--- config.mk ---
export PLATFORM = sky130hd
export DESIGN_NAME = life_cell_renderer
export DESIGN_NICKNAME = d
export VERILOG_FILES = /design/src/rtl/life_cell_renderer.sv
export SDC_FILE = /design/constraint.sdc
export NUM_CORES = 2
export LEC_CHECK = 0
export BUFFER_PORTS_ARGS = -buffer_cell sky130_fd_sc_hd__buf_2
export CAP_MARGIN = 10
export CORE_MARGIN = 2
export CORE_UTILIZATION = 50
export DETAILED_ROUTE_END_ITERATION = 12
export GPL_ROUTABILITY_DRIVEN = 0
export MAX_ROUTING_LAYER = met4
export PLACE_DENSITY = 0.65
export SYNTH_ARGS = -nofsm -noshare
export SYNTH_HDL_FRONTEND = slang
export SYNTH_SLANG_ARGS = --single-unit
--- constraint.sdc ---
create_clock -name clk -period 10.55 [get_ports clk]
set_input_delay 1.055 -clock clk [delete_from_list [all_inputs] [get_ports clk]]
set_output_delay 1.055 -clock clk [all_outputs]
set_load 0.03 [all_outputs]
--- src/rtl/life_cell_renderer.sv ---
// Pixel-colour stage for the Game of Life display: maps VGA counts onto 20x20 cells
// of a double-buffered bitmap and swaps banks only at frame boundaries.
module life_cell_renderer #(
  parameter int          CELL_PX     = 20,
  parameter int          GRID_W      = 32,
  parameter int          GRID_H      = 24,
  parameter int          H_ACT_START = 144,
  parameter int          V_ACT_START = 35,
  parameter int          H_SYNC_END  = 96,
  parameter int          V_SYNC_END  = 2,
  parameter logic [11:0] ALIVE_RGB   = 12'hFFF,
  parameter logic [11:0] DEAD_RGB    = 12'h000,
  parameter logic [11:0] GRID_RGB    = 12'h444,
  parameter bit          SHOW_GRID   = 1'b0
) (
  input  logic        clk,
  input  logic        rst,
  input  logic        use_enable,
  input  logic [15:0] h_count,
  input  logic [15:0] v_count,
  input  logic        wr_valid,
  output logic        wr_ready,
  input  logic [9:0]  wr_addr,
  input  logic        wr_data,
  input  logic        swap_req,
  output logic        swap_ack,
  output logic        hsync_vga,
  output logic        vsync_vga,
  output logic [3:0]  r_vga,
  output logic [3:0]  g_vga,
  output logic [3:0]  b_vga
);

  localparam int          CELLS   = GRID_W * GRID_H;
  localparam logic [15:0] H_START = 16'(H_ACT_START);
  localparam logic [15:0] V_START = 16'(V_ACT_START);
  localparam logic [15:0] H_WIDTH = 16'(GRID_W * CELL_PX);
  localparam logic [15:0] V_WIDTH = 16'(GRID_H * CELL_PX);
  localparam logic [15:0] PX      = 16'(CELL_PX);
  localparam logic [10:0] N_CELLS = 11'(CELLS);

  logic [CELLS-1:0] r_bank0, r_bank1;
  logic             r_bank_sel, r_swap_pending, r_swap_ack;

  logic             r_s1_active, r_s1_grid, r_s1_cell, r_s1_hsync, r_s1_vsync;
  logic             r_hsync, r_vsync;
  logic [11:0]      r_rgb;

  logic             w_boundary, w_wr_fire, w_active, w_h_act, w_v_act, w_grid, w_cell;
  logic [15:0]      w_hx, w_vy, w_col, w_row;
  logic [9:0]       w_idx;
  logic [CELLS-1:0] w_front;
  logic [11:0]      w_rgb;

  assign wr_ready   = !r_swap_pending && !rst;
  assign w_wr_fire  = wr_valid && wr_ready;
  assign w_boundary = use_enable && (h_count == 16'd0) && (v_count == 16'd0);

  always_ff @(posedge clk) begin
    if (rst) begin
      r_bank0        <= '0;
      r_bank1        <= '0;
      r_bank_sel     <= 1'b0;
      r_swap_pending <= 1'b0;
      r_swap_ack     <= 1'b0;
    end else begin
      r_swap_ack <= w_boundary && r_swap_pending;
      if (w_boundary && r_swap_pending) begin
        r_bank_sel     <= ~r_bank_sel;
        r_swap_pending <= 1'b0;
      end else if (swap_req && !r_swap_pending) begin
        r_swap_pending <= 1'b1;
      end
      // Writes land in the bank that is not on screen; out-of-grid addresses vanish.
      if (w_wr_fire && ({1'b0, wr_addr} < N_CELLS)) begin
        if (r_bank_sel) r_bank0[wr_addr] <= wr_data;
        else            r_bank1[wr_addr] <= wr_data;
      end
    end
  end

  assign swap_ack = r_swap_ack;

  always_comb begin
    w_hx     = h_count - H_START;
    w_vy     = v_count - V_START;
    w_h_act  = (h_count >= H_START) && (w_hx < H_WIDTH);
    w_v_act  = (v_count >= V_START) && (w_vy < V_WIDTH);
    w_active = w_h_act && w_v_act;
    w_col    = w_hx / PX;
    w_row    = w_vy / PX;
    w_grid   = ((w_hx % PX) == 16'd0) || ((w_vy % PX) == 16'd0);
    w_idx    = 10'(w_row * 16'(GRID_W) + w_col);
    w_front  = r_bank_sel ? r_bank1 : r_bank0;
    w_cell   = 1'b0;
    if (w_active) w_cell = w_front[w_idx];
  end

  always_comb begin
    w_rgb = 12'h000;
    if (r_s1_active) begin
      if (SHOW_GRID && r_s1_grid) w_rgb = GRID_RGB;
      else                        w_rgb = r_s1_cell ? ALIVE_RGB : DEAD_RGB;
    end
  end

  always_ff @(posedge clk) begin
    if (rst) begin
      r_s1_active <= 1'b0;
      r_s1_grid   <= 1'b0;
      r_s1_cell   <= 1'b0;
      r_s1_hsync  <= 1'b0;
      r_s1_vsync  <= 1'b0;
      r_hsync     <= 1'b0;
      r_vsync     <= 1'b0;
      r_rgb       <= 12'h000;
    end else if (use_enable) begin
      r_s1_active <= w_active;
      r_s1_grid   <= w_grid;
      r_s1_cell   <= w_cell;
      r_s1_hsync  <= h_count < 16'(H_SYNC_END);
      r_s1_vsync  <= v_count < 16'(V_SYNC_END);
      r_hsync     <= r_s1_hsync;
      r_vsync     <= r_s1_vsync;
      r_rgb       <= w_rgb;
    end
  end

  assign hsync_vga = r_hsync;
  assign vsync_vga = r_vsync;
  assign r_vga     = r_rgb[11:8];
  assign g_vga     = r_rgb[7:4];
  assign b_vga     = r_rgb[3:0];

endmodule

; ---- Yosys cells after proc, flatten, opt, wreduce, memory -nomap -nowiden
; Cells that the tools add are included.
[op_classes]
n_addsub = 3
div_mod_pow = 2
order_cmp = 10
mux = 10
n_bitwise = 1
n_reduce_logical = 18
[ops]
columns = operator, count
row1 = 768-bit bitwise mux, 2
row2 = 768-bit two-way mux, 1
row3 = 16-bit by 5-bit divider with 16-bit output (second input constant), 2
row4 = 16-bit logical NOT, 2
row5 = 12-bit two-way mux, 2
row6 = 10-bit by 11-bit less-than comparator with 1-bit output (second input constant), 2
row7 = 16-bit by 6-bit greater-or-equal comparator with 1-bit output (second input constant), 1
row8 = 16-bit by 8-bit greater-or-equal comparator with 1-bit output (second input constant), 1
row9 = 16-bit by 10-bit less-than comparator with 1-bit output (second input constant), 1
row10 = 16-bit by 2-bit less-than comparator with 1-bit output (second input constant), 1
row11 = 16-bit by 7-bit less-than comparator with 1-bit output (second input constant), 1
row12 = 16-bit by 9-bit less-than comparator with 1-bit output (second input constant), 1
row13 = 16-bit by 6-bit subtractor with 16-bit output (second input constant), 1
row14 = 16-bit by 8-bit subtractor with 16-bit output (second input constant), 1
row15 = 1-bit logical AND, 11
row16 = 10-bit adder, 1
row17 = 1-bit binary-select mux with 10-bit select, 1
row18 = 1-bit demux with 10-bit select, 1
row19 = 10-bit by 1-bit greater-or-equal comparator with 1-bit output (second input constant), 1
row20 = 10-bit less-than comparator (second input constant), 1
row21 = 2-bit AND reduction, 2
row22 = 1-bit two-way mux, 3
row23 = 1-bit logical NOT, 2
row24 = 2-bit OR reduction, 1
row25 = 1-bit NOT, 1
[word_totals]
ff_bits = 1557
out_inout_bits = 16

; ---- Longest topological paths before layout
[logic_depth]
depth_word = 6
depth_mapped = 37

; ---- Least setup slack after synthesis
; OpenSTA, ideal clock, no wires.
[synth_path]
path_type = input to register
start = input port v_count[2]
end = register r_s1_cell
setup_time_ns = 0.116
t_arrival_ns = 9.103
slack_ns = 1.331
path_stages = 32
cell_sequence = clkbuf_1 o41ai_1 nor4b_1 xnor2_1 o21ai_1 a21oi_1 o31ai_1 mux2i_1 a21oi_1 a2111oi_0 nor2_1 nand3_1 o311ai_0 a21oi_1 mux4_2 nor2_1 a32oi_1 o21ai_1 inv_1 a211oi_1 a21oi_1 mux2_2 ha_1 inv_1 fa_1 buf_2 inv_1 o221ai_1 a221oi_1 a311oi_1 or4_1 a41o_1
[synth_between]
elab_chain_cells = 6
[synth_lines]
columns = item, line_no
row1 = start: declaration, 20  ; input logic [15:0] v_count,
row2 = 16-bit by 6-bit subtractor with 16-bit output, 86  ; w_vy = v_count - V_START;
row3 = 16-bit by 5-bit divider with 16-bit output, 91  ; w_row = w_vy / PX;
row4 = 10-bit adder, 93  ; w_idx = 10'(w_row * 16'(GRID_W) + w_col);
row5 = 1-bit binary-select mux with 10-bit select, 96  ; if (w_active) w_cell = w_front[w_idx];
row6 = 1-bit two-way mux (not written as such), 96
row7 = 1-bit two-way mux *, 96
row8 = end signal: assignment, 120  ; r_s1_cell <= w_cell;
row9 = end: declaration, 45  ; logic r_s1_active, r_s1_grid, r_s1_cell, r_s1_hsync, r_s1_vsync;
; Every way passes the cells marked *; elsewhere a longest branch is shown, timed or not. The select of a mux whose other input is x is not followed.
; A chain may end at the register's enable or synchronous reset.

; ---- Final worst setup path
[layout_path]
start = input port h_count[4]
end = register r_s1_cell
[layout_between]
elab_chain_cells = 6
[layout_lines]
columns = item, line_no
row1 = start: declaration, 19  ; input logic [15:0] h_count,
row2 = 16-bit by 8-bit subtractor with 16-bit output, 85  ; w_hx = h_count - H_START;
row3 = 16-bit by 5-bit divider with 16-bit output, 90  ; w_col = w_hx / PX;
row4 = 10-bit adder, 93
row5 = 1-bit binary-select mux with 10-bit select, 96
row6 = 1-bit two-way mux (not written as such), 96
row7 = 1-bit two-way mux *, 96
; Marks and branches as above.

==> impl_summary.md <==
Global routing
The global-route track usage on met2 is 0.515. The first-pass GRT wire length is 383000 µm. For this run, global-route usage on met1 was measured as 0.465.

The layer with the highest usage after global routing is met2. The met3 usage is 0.0671. For this run, the total global-route usage over all layers was measured as 0.347. The aggregate global routing overflow is 0. The initial antenna violation count is 10. The pin count of the biggest net entering global routing is 216. The via count of the first global-routing pass is 59182.

Finish
Measured on the finished design, the core utilization comes to 0.552. The final net count is 7439. In the final layout, the share of cells above drive strength 1 is 0.129. The area growth from synthesis to layout is 9.94%.

The finished cells cover 77900 µm². The number of fill cells is 12685.

Pwr
The share of total power dissipated in the clock network is 0.331. The internal cell power is 11.1 mW. The switching share of power is 0.372. The worst-case IR drop observed on VDD is 0.000166 V. The sequential group share of total power is 0.330.

The total power divided by cell area is 227 nW/µm². The share of total power dissipated in combinational logic is 0.339. Summed over all nets, the switching power comes to 6.57 mW. The total leakage power is 24.1 nW.

Drt
The total iterations of the first detailed-routing run is 6. The routed via count is 64690. The routed wire length per instance is 27.1 µm. The violation count after the first detailed-routing iteration is 8979. The detailed-route wire length is 255000 µm. The average vias per placed instance is 6.88. The post-detailed-route count of antenna-violating nets is 0.

The post-route DRC violation count is 0.

CTS
The number of buffers added by the clock tree synthesis step is 163. In this run, post-CTS hold repair placed 0 buffers. The clock root buffer master is sky130_fd_sc_hd__clkbuf_16.

Post-CTS timing repair inserted 0 buffers for setup. For this design, the sink count on the clock tree is 1546. The clock transition at the registers of the reported paths is 0.06 ns. In this run the number of H-tree levels came out at 4. In this run, post-CTS repair resized a total of 0 instances.

The clock passes through at most 3 buffers. The clock tree from TritonCTS is done. For the worst-skew pair, the clock arrives at the later sink with an insertion delay of 0.81 ns.

Timing
The final-report max-slew violation count is 0. Across all hold checks on the routed design, the worst slack comes to 0.471 ns. Setup repair after global routing left no endpoint under its margin. After layout, the minimum clock period comes to 9.63 ns. The worst pin sits at a relative slew slack of 0.150. For the pin with the worst max-slew slack, the measured transition is 1.27 ns. In the finished design, the share of the clock period the worst path needs comes to 0.913. The hold violation count in the final report was 0.

Based on the critical path, the design can be clocked at up to 104 MHz. The count of endpoints failing setup in the final report is 0. The setup TNS is 0 ns. The clock arrives with 0.0204 ns of skew.

The smallest setup slack after layout is 0.916 ns.

Critical path
The number of buffers and inverters on the critical path is 6. Counting stages on the worst path, the most repeated cell is sky130_fd_sc_hd__buf_4. The worst path arrival time is 10.34 ns. At the worst endpoint, the required time is 11.25 ns.

On the critical path the largest part of the delay comes from compound AO/OA/AOI/OAI gates. The worst setup path category is in -> reg. Among all stages on the critical path, the largest delay is contributed by sky130_fd_sc_hd__a221oi_1. In this design, the stage delay of the slowest critical-path cell is 0.77 ns. STA classifies the critical path startpoint as an input pin. STA classifies the critical path endpoint as a flop.

Along the worst path, the maximum fanout reaches 23.

Yosys
The main combinational cell family by area after synthesis is compound AO/OA/AOI/OAI gates. After synthesis, the share of cell area in mux cells is 0.0892. The synthesized-area fraction occupied by ao, oa, aoi and oai cells was 0.345. Yosys mapped a number of flops with a built-in enable equal to 0. The post-synthesis adder-cell area fraction is 0.00194. By instance count, the leading cell after synthesis is sky130_fd_sc_hd__a21oi_1.

The fraction of registers with async set/reset is 0. Of the total synthesized cell area, the portion taken by XOR and XNOR cells is 0.00680. Counting every net in the synthesized netlist gives 7958. Of the total synthesized cell area, the portion taken by AND, OR, NAND and NOR gates is 0.0586.

The number of synthesis warnings is 0. In the synthesized netlist, the cells that appear most often are sky130_fd_sc_hd__a21oi_1 (1650), sky130_fd_sc_hd__a211oi_1 (1577), sky130_fd_sc_hd__dfxtp_1 (1546). In this run the cell area of the synthesized design comes to 70900 µm². In this run the mean area of a mapped cell was 8.97 µm². The portion of the post-synthesis area used by sequential elements is 0.437. The count of distinct cell types in the synthesized netlist is 106. sky130_fd_sc_hd__dfxtp_1 takes more of the synthesized area than any other cell. Of the post-synthesis cell area, the dominant cell type holds 0.437. In the post-synthesis netlist, the biggest area contributors are sky130_fd_sc_hd__dfxtp_1 (44%), sky130_fd_sc_hd__a211oi_1 (17%), sky130_fd_sc_hd__a21oi_1 (12%), sky130_fd_sc_hd__clkbuf_1 (4.9%), sky130_fd_sc_hd__mux4_2 (4.3%). The number of cells produced by synthesis is 7902.

The leading register cell type out of synthesis is sky130_fd_sc_hd__dfxtp_1. The synthesized design contains 1546 register bits.

Floorplanning
The die footprint is 145000 µm². The number of top-level pins is 64. The floorplan step set the die height to 380 µm.

The number of cell rows is 138. The core footprint is 141000 µm². The die is 380 µm wide. The initial utilization of the core area, before any placement, comes to 0.502.

Placement
The post-DP HPWL is 143000 µm. The total placed instance area is 72400 µm². The number of port buffers is 63.

Prior to clock tree synthesis, the placed netlist has a worst setup slack of 0.434 ns.

Job
The tool flagged a number of max-cap violations equal to 0.

Min path
The type of the most critical hold path is reg -> reg.

Status
The run finished with clean final reports.
==> tightest hold or removal path: cells and delay by family (launching register included) <==
kind | cells | cell delay, ns
flip-flops | 1 | 0.31
AO/OA/AOI/OAI | 1 | 0.05
AND/OR/NAND/NOR | 1 | 0.06
==> layout make-up <==
type / instances / area [µm²] / share of cell area
clock inverter: 42 / 447 / 0.00573
timing repair buffer: 359 / 2870 / 0.0369
inverter: 32 / 125 / 0.00161
sequential: 1546 / 31000 / 0.397
multi-input combinational: 5281 / 36100 / 0.464
tap: 1890 / 2360 / 0.0304
antenna: 9 / 22.5 / 0.000289
clock buffer: 248 / 4990 / 0.0640
==> cell families (layout without fill, tap and decap cells) <==
| family | after synthesis | count (layout) |
|---|---|---|
| other cells | 0 | 9 |
| buf+inv | 1075 | 681 |
| fa+ha+maj | 11 | 11 |
| xor+xnor | 55 | 55 |
| mux | 460 | 460 |
| compound gates | 3832 | 3832 |
| simple gates | 923 | 923 |
| flops | 1546 | 1546 |
==> cells in the final DEF, fill, tap and decap left out, drive strengths merged, types with 8 or more instances in the layout <==
cell	n
inv	38
a211oi	1580
xnor2	38
mux2i	300
a222oi	15
buf	359
a22oi	40
a41oi	13
o22ai	26
mux2	26
dfxtp	1546
a31oi	39
nand3b	8
and2	11
a21oi	1653
nand2	186
o21ai	226
nand2b	8
a311oi	10
o221ai	18
o2111ai	18
a221oi	47
nand4	49
a2111oi	14
a21o	9
xor2	17
or2	14
clkbuf	248
clkinv	27
o211ai	15
nor2	449
nor2b	10
nand3	82
diode	9
a211o	13
mux4	134
nor3	44
and3	13
a32oi	22
nor4	16
==> flip-flops by register name, indices dropped and copies added, names as in the netlist <==
signal	cells
r_bank0	768
r_bank1	768
hsync_vga	1
r_bank_sel	1
r_rgb	1
r_s1_active	1
r_s1_cell	1
r_s1_hsync	1
r_s1_vsync	1
r_swap_pending	1
swap_ack	1
vsync_vga	1
==> power groups by stage <==
stage          sequential (mW)  combinational [mW]  clock (mW)
6_report                  5.84                5.99        5.86
3_3_place_gp              5.97                5.76           0
3_5_place_dp              5.97                5.77           0
5_1_grt                   5.83                6.15        6.14
2_1_floorplan             5.97                3.41           0
4_1_cts                   5.84                5.80        5.89
==> layer usage <==
layer / part of all wire / vias up
met5: 0 / -
met4: 0.041 / 0
met3: 0.10 / 608
met2: 0.44 / 3469
met1: 0.41 / 31429
li1: - / 29184
==> worst paths after layout <==
path / startpoint / end / slack [ns] / cells past startpoint
hold reg to reg: r_s1_active / r_s1_active / 0.47 / 2
hold / removal: r_s1_active / r_s1_active / 0.47 / 2
setup reg to reg: r_bank_sel / r_s1_cell / 5.94 / 10
setup / recovery: h_count[4] / r_s1_cell / 0.92 / 31
==> metrics by stage <==
step | instances | total power [mW]
after floorplan | 7902 | 9.38
after global placement | 9108 | 11.7
after detailed placement | 9108 | 11.7
after CTS | 9398 | 17.5
after global routing | 9402 | 18.1
final | 9407 | 17.7
No activity file was read; power rests on OpenSTA's default activity.
